**src/rtl/sync_decode.sv**
```systemverilog
// Video sync decoder: locks onto frame sync, counts columns and lines, and
// emits accepted pixels with their coordinates one cycle after they arrive.
// Length, frame-count and sync-overlap errors are reported as single-cycle pulses.
module sync_decode #(
  parameter int H_ACTIVE = 640,
  parameter int V_ACTIVE = 480
) (
  input  logic        i_clk,
  input  logic        i_rst_n,
  input  logic        i_frame_sync,
  input  logic        i_line_sync,
  input  logic        i_de,
  input  logic [7:0]  i_r,
  input  logic [7:0]  i_g,
  input  logic [7:0]  i_b,
  output logic        o_pix_vld,
  output logic [7:0]  o_r,
  output logic [7:0]  o_g,
  output logic [7:0]  o_b,
  output logic [10:0] o_x,
  output logic [10:0] o_y,
  output logic        o_sof,
  output logic        o_eol,
  output logic        o_eof,
  output logic        o_locked,
  output logic        o_len_err,
  output logic        o_cnt_err,
  output logic        o_sync_err
);

  // state | meaning
  // SEEK  | waiting for a frame sync rising edge; all input ignored
  // LOCK  | tracking column/line counts within a frame
  typedef enum logic {SEEK, LOCK} state_t;

  localparam logic [10:0] H_MAX = 11'(H_ACTIVE);
  localparam logic [10:0] V_MAX = 11'(V_ACTIVE);

  state_t      state_q, state_d;
  logic        fs_q, de_q;
  logic [10:0] col_q, col_d, line_q, line_d;
  // Set when DE continues past H_ACTIVE; the saturated column alone cannot
  // tell a full line from an over-long one.
  logic        ovf_q, ovf_d;

  logic        pix_vld_d, sof_d, eol_d, eof_d;
  logic [7:0]  r_d, g_d, b_d;
  logic [10:0] x_d, y_d;
  logic        len_err_d, cnt_err_d, sync_err_d;

  logic        fs_rise, de_fall;
  logic [10:0] col_eff, line_eff;
  logic        ovf_eff;

  assign fs_rise  = i_frame_sync & ~fs_q;
  assign de_fall  = de_q & ~i_de;
  assign o_locked = (state_q == LOCK);

  // State, counters, edge detectors and registered outputs.
  always_ff @(posedge i_clk or negedge i_rst_n) begin
    if (!i_rst_n) begin
      state_q    <= SEEK;
      fs_q       <= 1'b0;
      de_q       <= 1'b0;
      col_q      <= '0;
      line_q     <= '0;
      ovf_q      <= 1'b0;
      o_pix_vld  <= 1'b0;
      o_r        <= '0;
      o_g        <= '0;
      o_b        <= '0;
      o_x        <= '0;
      o_y        <= '0;
      o_sof      <= 1'b0;
      o_eol      <= 1'b0;
      o_eof      <= 1'b0;
      o_len_err  <= 1'b0;
      o_cnt_err  <= 1'b0;
      o_sync_err <= 1'b0;
    end else begin
      state_q    <= state_d;
      fs_q       <= i_frame_sync;
      de_q       <= i_de;
      col_q      <= col_d;
      line_q     <= line_d;
      ovf_q      <= ovf_d;
      o_pix_vld  <= pix_vld_d;
      o_r        <= r_d;
      o_g        <= g_d;
      o_b        <= b_d;
      o_x        <= x_d;
      o_y        <= y_d;
      o_sof      <= sof_d;
      o_eol      <= eol_d;
      o_eof      <= eof_d;
      o_len_err  <= len_err_d;
      o_cnt_err  <= cnt_err_d;
      o_sync_err <= sync_err_d;
    end
  end

  // Next state: frame restart takes priority over end-of-line, and the
  // restarted counters are the ones used for a pixel arriving in that cycle.
  always_comb begin
    state_d    = state_q;
    col_d      = col_q;
    line_d     = line_q;
    ovf_d      = ovf_q;
    col_eff    = col_q;
    line_eff   = line_q;
    ovf_eff    = ovf_q;
    pix_vld_d  = 1'b0;
    r_d        = o_r;
    g_d        = o_g;
    b_d        = o_b;
    x_d        = o_x;
    y_d        = o_y;
    sof_d      = 1'b0;
    eol_d      = 1'b0;
    eof_d      = 1'b0;
    len_err_d  = 1'b0;
    cnt_err_d  = 1'b0;
    sync_err_d = 1'b0;

    case (state_q)
      SEEK: begin
        if (fs_rise) begin
          state_d = LOCK;
          col_d   = '0;
          line_d  = '0;
          ovf_d   = 1'b0;
        end
      end
      LOCK: begin
        if (fs_rise) begin
          cnt_err_d = (line_q != V_MAX) || (col_q != 11'd0);
          col_eff   = '0;
          line_eff  = '0;
          ovf_eff   = 1'b0;
        end else if (de_fall) begin
          len_err_d = (col_q != H_MAX) || ovf_q;
          col_eff   = '0;
          ovf_eff   = 1'b0;
          if (line_q < V_MAX) line_eff = line_q + 11'd1;
        end
        col_d  = col_eff;
        line_d = line_eff;
        ovf_d  = ovf_eff;

        if (i_de && i_line_sync) begin
          sync_err_d = 1'b1;
        end else if (i_de) begin
          if (col_eff < H_MAX) begin
            col_d = col_eff + 11'd1;
            if (line_eff < V_MAX) begin
              pix_vld_d = 1'b1;
              r_d       = i_r;
              g_d       = i_g;
              b_d       = i_b;
              x_d       = col_eff;
              y_d       = line_eff;
              sof_d     = (col_eff == 11'd0) && (line_eff == 11'd0);
              eol_d     = (col_eff == H_MAX - 11'd1);
              eof_d     = (col_eff == H_MAX - 11'd1) && (line_eff == V_MAX - 11'd1);
            end
          end else begin
            ovf_d = 1'b1;
          end
        end
      end
      default: state_d = SEEK;
    endcase
  end

endmodule
```
**config.mk**
```make
export PLATFORM = sky130hd
export DESIGN_NAME = sync_decode
export DESIGN_NICKNAME = d
export VERILOG_FILES = /design/src/rtl/sync_decode.sv
export SDC_FILE = /design/constraint.sdc
export NUM_CORES = 1
export LEC_CHECK = 0
export BUFFER_PORTS_ARGS = -buffer_cell sky130_fd_sc_hd__buf_2
export CAP_MARGIN = 0
export CELL_PAD_IN_SITES_DETAIL_PLACEMENT = 1
export CELL_PAD_IN_SITES_GLOBAL_PLACEMENT = 2
export CORE_MARGIN = 4
export CORE_UTILIZATION = 34
export CTS_BUF_LIST = sky130_fd_sc_hd__clkbuf_16
export DETAILED_ROUTE_END_ITERATION = 10
export PLACE_DENSITY = 0.8
export SETUP_SLACK_MARGIN = 0.15
export SLEW_MARGIN = 30
export SYNTH_ARGS = -nofsm -noshare
export SYNTH_HDL_FRONTEND = slang
export SYNTH_SLANG_ARGS = --single-unit
```
**constraint.sdc**
```tcl
create_clock -name i_clk -period 3.71 [get_ports i_clk]
set_input_delay 0.371 -clock i_clk [delete_from_list [all_inputs] [get_ports i_clk]]
set_output_delay 0.371 -clock i_clk [all_outputs]
set_load 0.005 [all_outputs]
```
* Yosys cells after proc, flatten, opt, wreduce, memory -nomap -nowiden
Index checks and enable logic that the tools add are counted.
Operators by class: reduce and logical (&&, ||, !) cells 9, add/subtract/negate cells 2, $lt $le $gt $ge 3, bitwise logic cells 6, muxes and demuxes 49, eq/ne operators 5
Operators by type and width (number):
- $mux 11 | 11
- $pmux 11 s2 | 2
- $mux 1 | 35
- $add 11x1->11 const B | 2
- $logic_not 11->1 | 2
- $lt 11x9->1 const B | 2
- $eq 11x10->1 const B | 1
- $eq 11x9->1 const B | 1
- $lt 11x10->1 const B | 1
- $ne 11x10->1 const B | 1
- $ne 11x9->1 const B | 1
- $reduce_bool 11->1 | 1
- $reduce_and 5->1 | 1
- $not 1->1 | 4
- $logic_and 1x1->1 | 3
- $and 1x1->1 | 2
- $logic_or 1x1->1 | 2
- $ne 2x2->1 const B | 1
- $pmux 1 s2 | 1
Word-level totals: input port bits 29, bits in registers 79, word-level logic and storage cells 92, output and inout bits 54

* Logic depth before layout (Yosys ltp)
word-level depth 12, mapped depth 11, gate-level depth less buffers 9

* Worst setup path after synthesis
OpenSTA, ideal clock, no wires.
path kind register to register, start point reg line_q[9], end point reg o_g[7], clock period less this slack 2.649 ns, arrival 2.521 ns, required time 3.583 ns, cell stages (with the launch flop) 8, path buffers 2, path slack 1.061 ns, library setup time 0.127 ns, path through dfrtp_1 > or4b_1 > clkbuf_2 > nor4_4 > mux2i_1 > a41oi_4 > buf_6 > mux2_1
On the way: cells in the longest elaborated chain, start to end 7, elaborated cells on any way between the ends 8, classes of those cells add/sub: 1; order compare: 2; mux: 4; reduce/logical: 1
Ends and longest elaborated chain:
- start: declaration | line 41 | logic [10:0] col_q, col_d, line_q, line_d;
- start signal: assignment | line 85 | line_q <= line_d;
- $add 11x1->11 or $lt 11x9->1 (tied branches) | line 144 | if (line_q < V_MAX) line_eff = line_q + 11'd1;
- $mux 11 | line 144
- $mux 11 (*) | line 140 | end else if (de_fall) begin
- $mux 11 (*) | line 135 | if (fs_rise) begin
- $mux 11 (*) | line 125 | case (state_q)
- $lt 11x9->1 (*) | line 155 | if (line_eff < V_MAX) begin
- $reduce_and 5->1 (no source line) (*)
- end signal: assignment | line 89 | o_g <= g_d;
- end: declaration | line 18 | output logic [7:0] o_g,
Every way passes the cells marked *; elsewhere a longest branch is shown, timed or not. The select of a mux whose other input is x is not followed. A chain may end at the register's enable or synchronous reset.

* Final worst setup path
start point reg line_q[9], end point reg o_b[4]
On the way: cells in the longest elaborated chain, start to end 7, elaborated cells on any way between the ends 8, classes of those cells add/sub: 1; order compare: 2; mux: 4; reduce/logical: 1
Ends and longest elaborated chain:
- $add 11x1->11 or $lt 11x9->1 (tied branches) | line 144
- $mux 11 | line 144
- $mux 11 (*) | line 140
- $mux 11 (*) | line 135
- $mux 11 (*) | line 125
- $lt 11x9->1 (*) | line 155
- $reduce_and 5->1 (no source line) (*)
- end signal: assignment | line 71 | o_b <= '0;
- end signal: assignment | line 90 | o_b <= b_d;
- end: declaration | line 19 | output logic [7:0] o_b,
Marked as above.

==> metrics list <==
- Maximum ir drop on the vdd rail: 0.2339 mV
- Die outline area: roughly 13000 um^2
* Crit path max-delay cell type: or4b_1
* Type of destination of the critical path: flip-flop
- At the pin with the least slew margin, the transition time is 855.4 ps.
- In the global route stage, overall resource usage came out at 0.1557.
- CP Launch Point: line_q[9]
- Buf+Inv Stages, Crit Path: 1
* Via count of the first global-routing pass: 3020
- Of the post-synthesis cell area, the dominant cell type holds 0.5340.
* Top post-synthesis cells by area: dfrtp_1 53%, mux2_2 9.4%, mux2i_1 3.2%
* Share of layout cells above drive strength 1: 0.3413
- Number of DRC violations after detailed routing: 0
- After detailed routing, no signal wire sits above met4.
- The repair_antennas step left the layout with diodes totalling 0.
- The complex-gate fraction of the synthesized area is 0.08280.
- In the finished design, the share of the clock period the worst path needs comes to 0.8833.
* Flop pwr share: 0.442
- Starting DRT DRC Count: 155
- STA puts the critical path data required time at roughly 3900 ps.
* Synthesized-area fraction occupied by xor and xnor cells: 0.03312
- CP Launch Type: flip-flop
- Slew HR: 0.4286
- Start point of the worst hold path: i_frame_sync
* Synth Register Bits: 79
- Antenna Violating Nets Remaining: 0
* Result of the run: finished, final reports clean
- Leftover overflow at the end of global routing: 0
- Final weighted congestion in routability-driven placement: just under 0.8
- Of the total synthesized cell area, the portion taken by full adders, half adders and majority gates is 0.01352.
- From left edge to right edge, the die measures 112.4 um.
- WL met3: 589 um
* Area of the mapped netlist: 3702 um^2
- The tree is rooted in a clkbuf_16.
- The share of the Yosys chip area taken by registers is 0.5340.
* Overall die height: ~110 um
- The clock passes through at most 2 buffers.
* Total number of yosys warnings: 0
- After detailed routing, the average wire length per cell comes to 17.05 um.
- For the worst setup path, the data arrival time is roughly 3500 ps.
- In this run the worst path has a maximum fanout of 34.
* IO Pins: 83
- Number of CTS-inserted buffers: 9
- Post-synthesis mux area share: 0.1298
* CTS tree: done
- In this run, synthesis inferred 0 flip-flops with an integrated enable.
- Counting distinct cell types in the post-synthesis netlist gives 54.
- Minimum clock period: 3277 ps
- Using the TritonRoute via totals, the vias-per-cell ratio works out to 5.097.
* Number of antenna violations at the first check in global routing: 0
* Cell type with the largest total area after synthesis: dfrtp_1
- RSZ-0062 raised after global routing: false
* Synthesis-to-finish area growth: 24.40%
- The final count of pins violating max slew is 0.
* Net switching share of the total power: 0.2464
- Routed length on met2: about 4.2 mm
* P_int: 1.667 mW
- For this run, asynchronously set or reset flops after synthesis account for 1.000.
- Total Nets Final: between 400 and 500
- Power dissipated by switching net loads: 0.5449 mW
- The number of endpoints with negative hold slack in the final report is 0.
- The first global-routing pass estimated 15.93 mm of wire.
* Worst-path clk slew: ~60 ps
* Effective utilization at floorplan: 0.3539
- Clock network fraction of total power: 0.432
- Counting tap cells, the placed design contains a total of approximately 540 instances.
* Critical path type: flip-flop to flip-flop
- By area, the combinational part of the netlist is dominated by simple AND/OR/NAND/NOR gates.
* Core Area: 10460 um^2
- Later-pin clock latency in the skew report: 330 ps
- Commonest cells after routing, fill and taps aside: 81 x buf_2, 79 x dfrtp_1, 31 x nand2_1, 31 x mux2_2, 18 x nor2_1
* Kind of cell adding the most delay to the critical path: simple AND/OR/NAND/NOR gates
- Number of non-filler instances in the completed layout: 555
* Post-synthesis simple-gate area fraction: 0.1659
- In this run the mean area of a mapped cell was 11.25 um^2.
- Pleak: 2.189 nW
* Wl on met1: 4.569 mm
- Most common cell after layout, fill and taps aside: buf_2
- After filler insertion, the fill cell instance count of the layout stands at 1196.
- The routed layout has 2829 vias.
- List of cells traversed by the critical path: or4b_1 > nor4_4 > mux2i_1 > a41oi_4 > buf_4 > mux2_2
- Total negative slack: 0 ps
- Post-Syn Nets: 362
* Maximum number of pins on one net before global-route repair: 47
- Cts repair resizes: 0
* CTS sink count: 79
- Total power divided by cell area: 480.2 nW/um^2
- Delay of the slowest cell on the worst path: 680 ps
* Hold Path Class: input port to flip-flop
- Detailed placement finished with a half-perimeter wire length of 6.837 mm.
* Port Buf Inserts: 82
- Floorplan row count: 37
- On the final layout, the worst clock skew is 4.483 ps.
- Setup violations remaining at the end of the flow were counted as 0.
* Post-CTS Repair Setup Buffers: 0
* Worst flop-to-flop path startpoint: line_q[9]
* CTS HTree Levels: 3
* Pre-Repair DR Iteration Count: 4
- Gate Count Post-Synth: 329
- The tool flagged a number of max-cap violations equal to 0.
- For this block, the routed nets add up to around 9.5 mm of wire.
- Fraction of power consumed by combinational cells: 0.127
- Timing would allow up to just over 300 MHz.
- Top_reg_cell synth: dfrtp_1
* Number of buffers inserted for hold repair after clock tree synthesis: 1
==> logic make-up (layout without fill, tap and decap cells) <==
kind of cell / after synthesis / in the layout
buffers and inverters: 33 / 123
AOI/OAI and AO/OA: 39 / 39
adders and majority gates: 4 / 4
muxes: 44 / 44
DFF: 79 / 79
xor gates and xnor gates: 14 / 14
and+or+nand+nor: 116 / 116
==> layer usage <==
layer  GRT usage  vias to the layer above
met2      0.2380                       98
li1            -                     1337
met5           0                        -
met1      0.2176                     1382
met4     0.04808                        0
met3     0.04043                       12
==> power groups by stage <==
| stage | Sequential (mW) | Clock [mW] | Combinational [mW] |
|---|---|---|---|
| floorplan | 0.990 | 0 | 0.146 |
| detailed placement | 0.992 | 0 | 0.286 |
| CTS | 0.978 | 0.982 | 0.288 |
| global placement | 0.988 | 0 | 0.274 |
| finish | 0.977 | 0.955 | 0.280 |
| global route | 0.988 | 1.02 | 0.313 |
==> flip-flops by register name, indices dropped and copies added (netlist names), 8 cells and up <==
| register | cells |
|---|---|
| o_g | 8 |
| o_x | 11 |
| o_y | 11 |
| col_q | 11 |
| line_q | 11 |
| o_r | 8 |
| o_b | 8 |
==> cell type report <==
| type | instances | area (um^2) | area share |
|---|---|---|---|
| clock buffer | 9 | 225.2 | 0.04890 |
| sequential | 79 | 1977 | 0.4292 |
| inverter | 16 | 60.06 | 0.01304 |
| multi-input combinational | 217 | 1574 | 0.3418 |
| clock inverter | 7 | 96.34 | 0.02092 |
| tap | 136 | 170.2 | 0.03695 |
| timing repair buffer | 91 | 503.0 | 0.1092 |
==> cells in the mapped netlist (all sizes together), types with 2 or more instances <==
cell type,count
a41oi,2
mux2,32
mux2i,12
nor4,5
and4,2
and2,4
nor2b,6
nand3,16
and3,6
a31oi,3
a31o,2
dfrtp,79
a21oi,7
nand2b,3
or3,2
a211o,2
ha,4
or2,2
nor4b,2
or4,2
clkbuf,12
o31ai,2
nor2,18
nor3,7
buf,5
o21ai,7
nand2,31
xor2,6
inv,16
nand4,7
xnor2,8
a22o,3
==> worst register-to-register path: cells and delay by family (launching register included) <==
family	cells	cell delay, ps
AOI/OAI and AO/OA	1	550
buffers and inverters	1	510
and+or+nand+nor	2	1000
muxes	2	680
DFF	1	420
==> through the flow <==
stage	power [mW]	hold WS (ps)	setup WS, ps	util	instance area (um^2)
finish	2.212	175.1	433.1	0.4402	4606
CTS	2.248	162.3	390.1	0.4402	4606
detailed placement	1.278	352.6	274.2	0.4085	4274
floorplan	1.135	75.41	1061	-	3702
global route	2.319	162.9	266.1	0.4402	4606
global placement	1.262	462.9	397.1	0.4059	4247
==> worst paths after layout <==
| path | endpoint | slack (ps) | cells past startpoint |
|---|---|---|---|
| hold / removal | fs_q | 180 | 1 |
| setup reg to reg | o_b[4] | 430 | 6 |
| min in group asynchronous | o_y[10] | 520 | 2 |
| hold reg to reg | o_g[7] | 490 | 1 |
| max in group asynchronous | o_y[6] | 2610 | 3 |
| setup / recovery | o_b[4] | 430 | 6 |
Power figures use the tool's default switching activity.
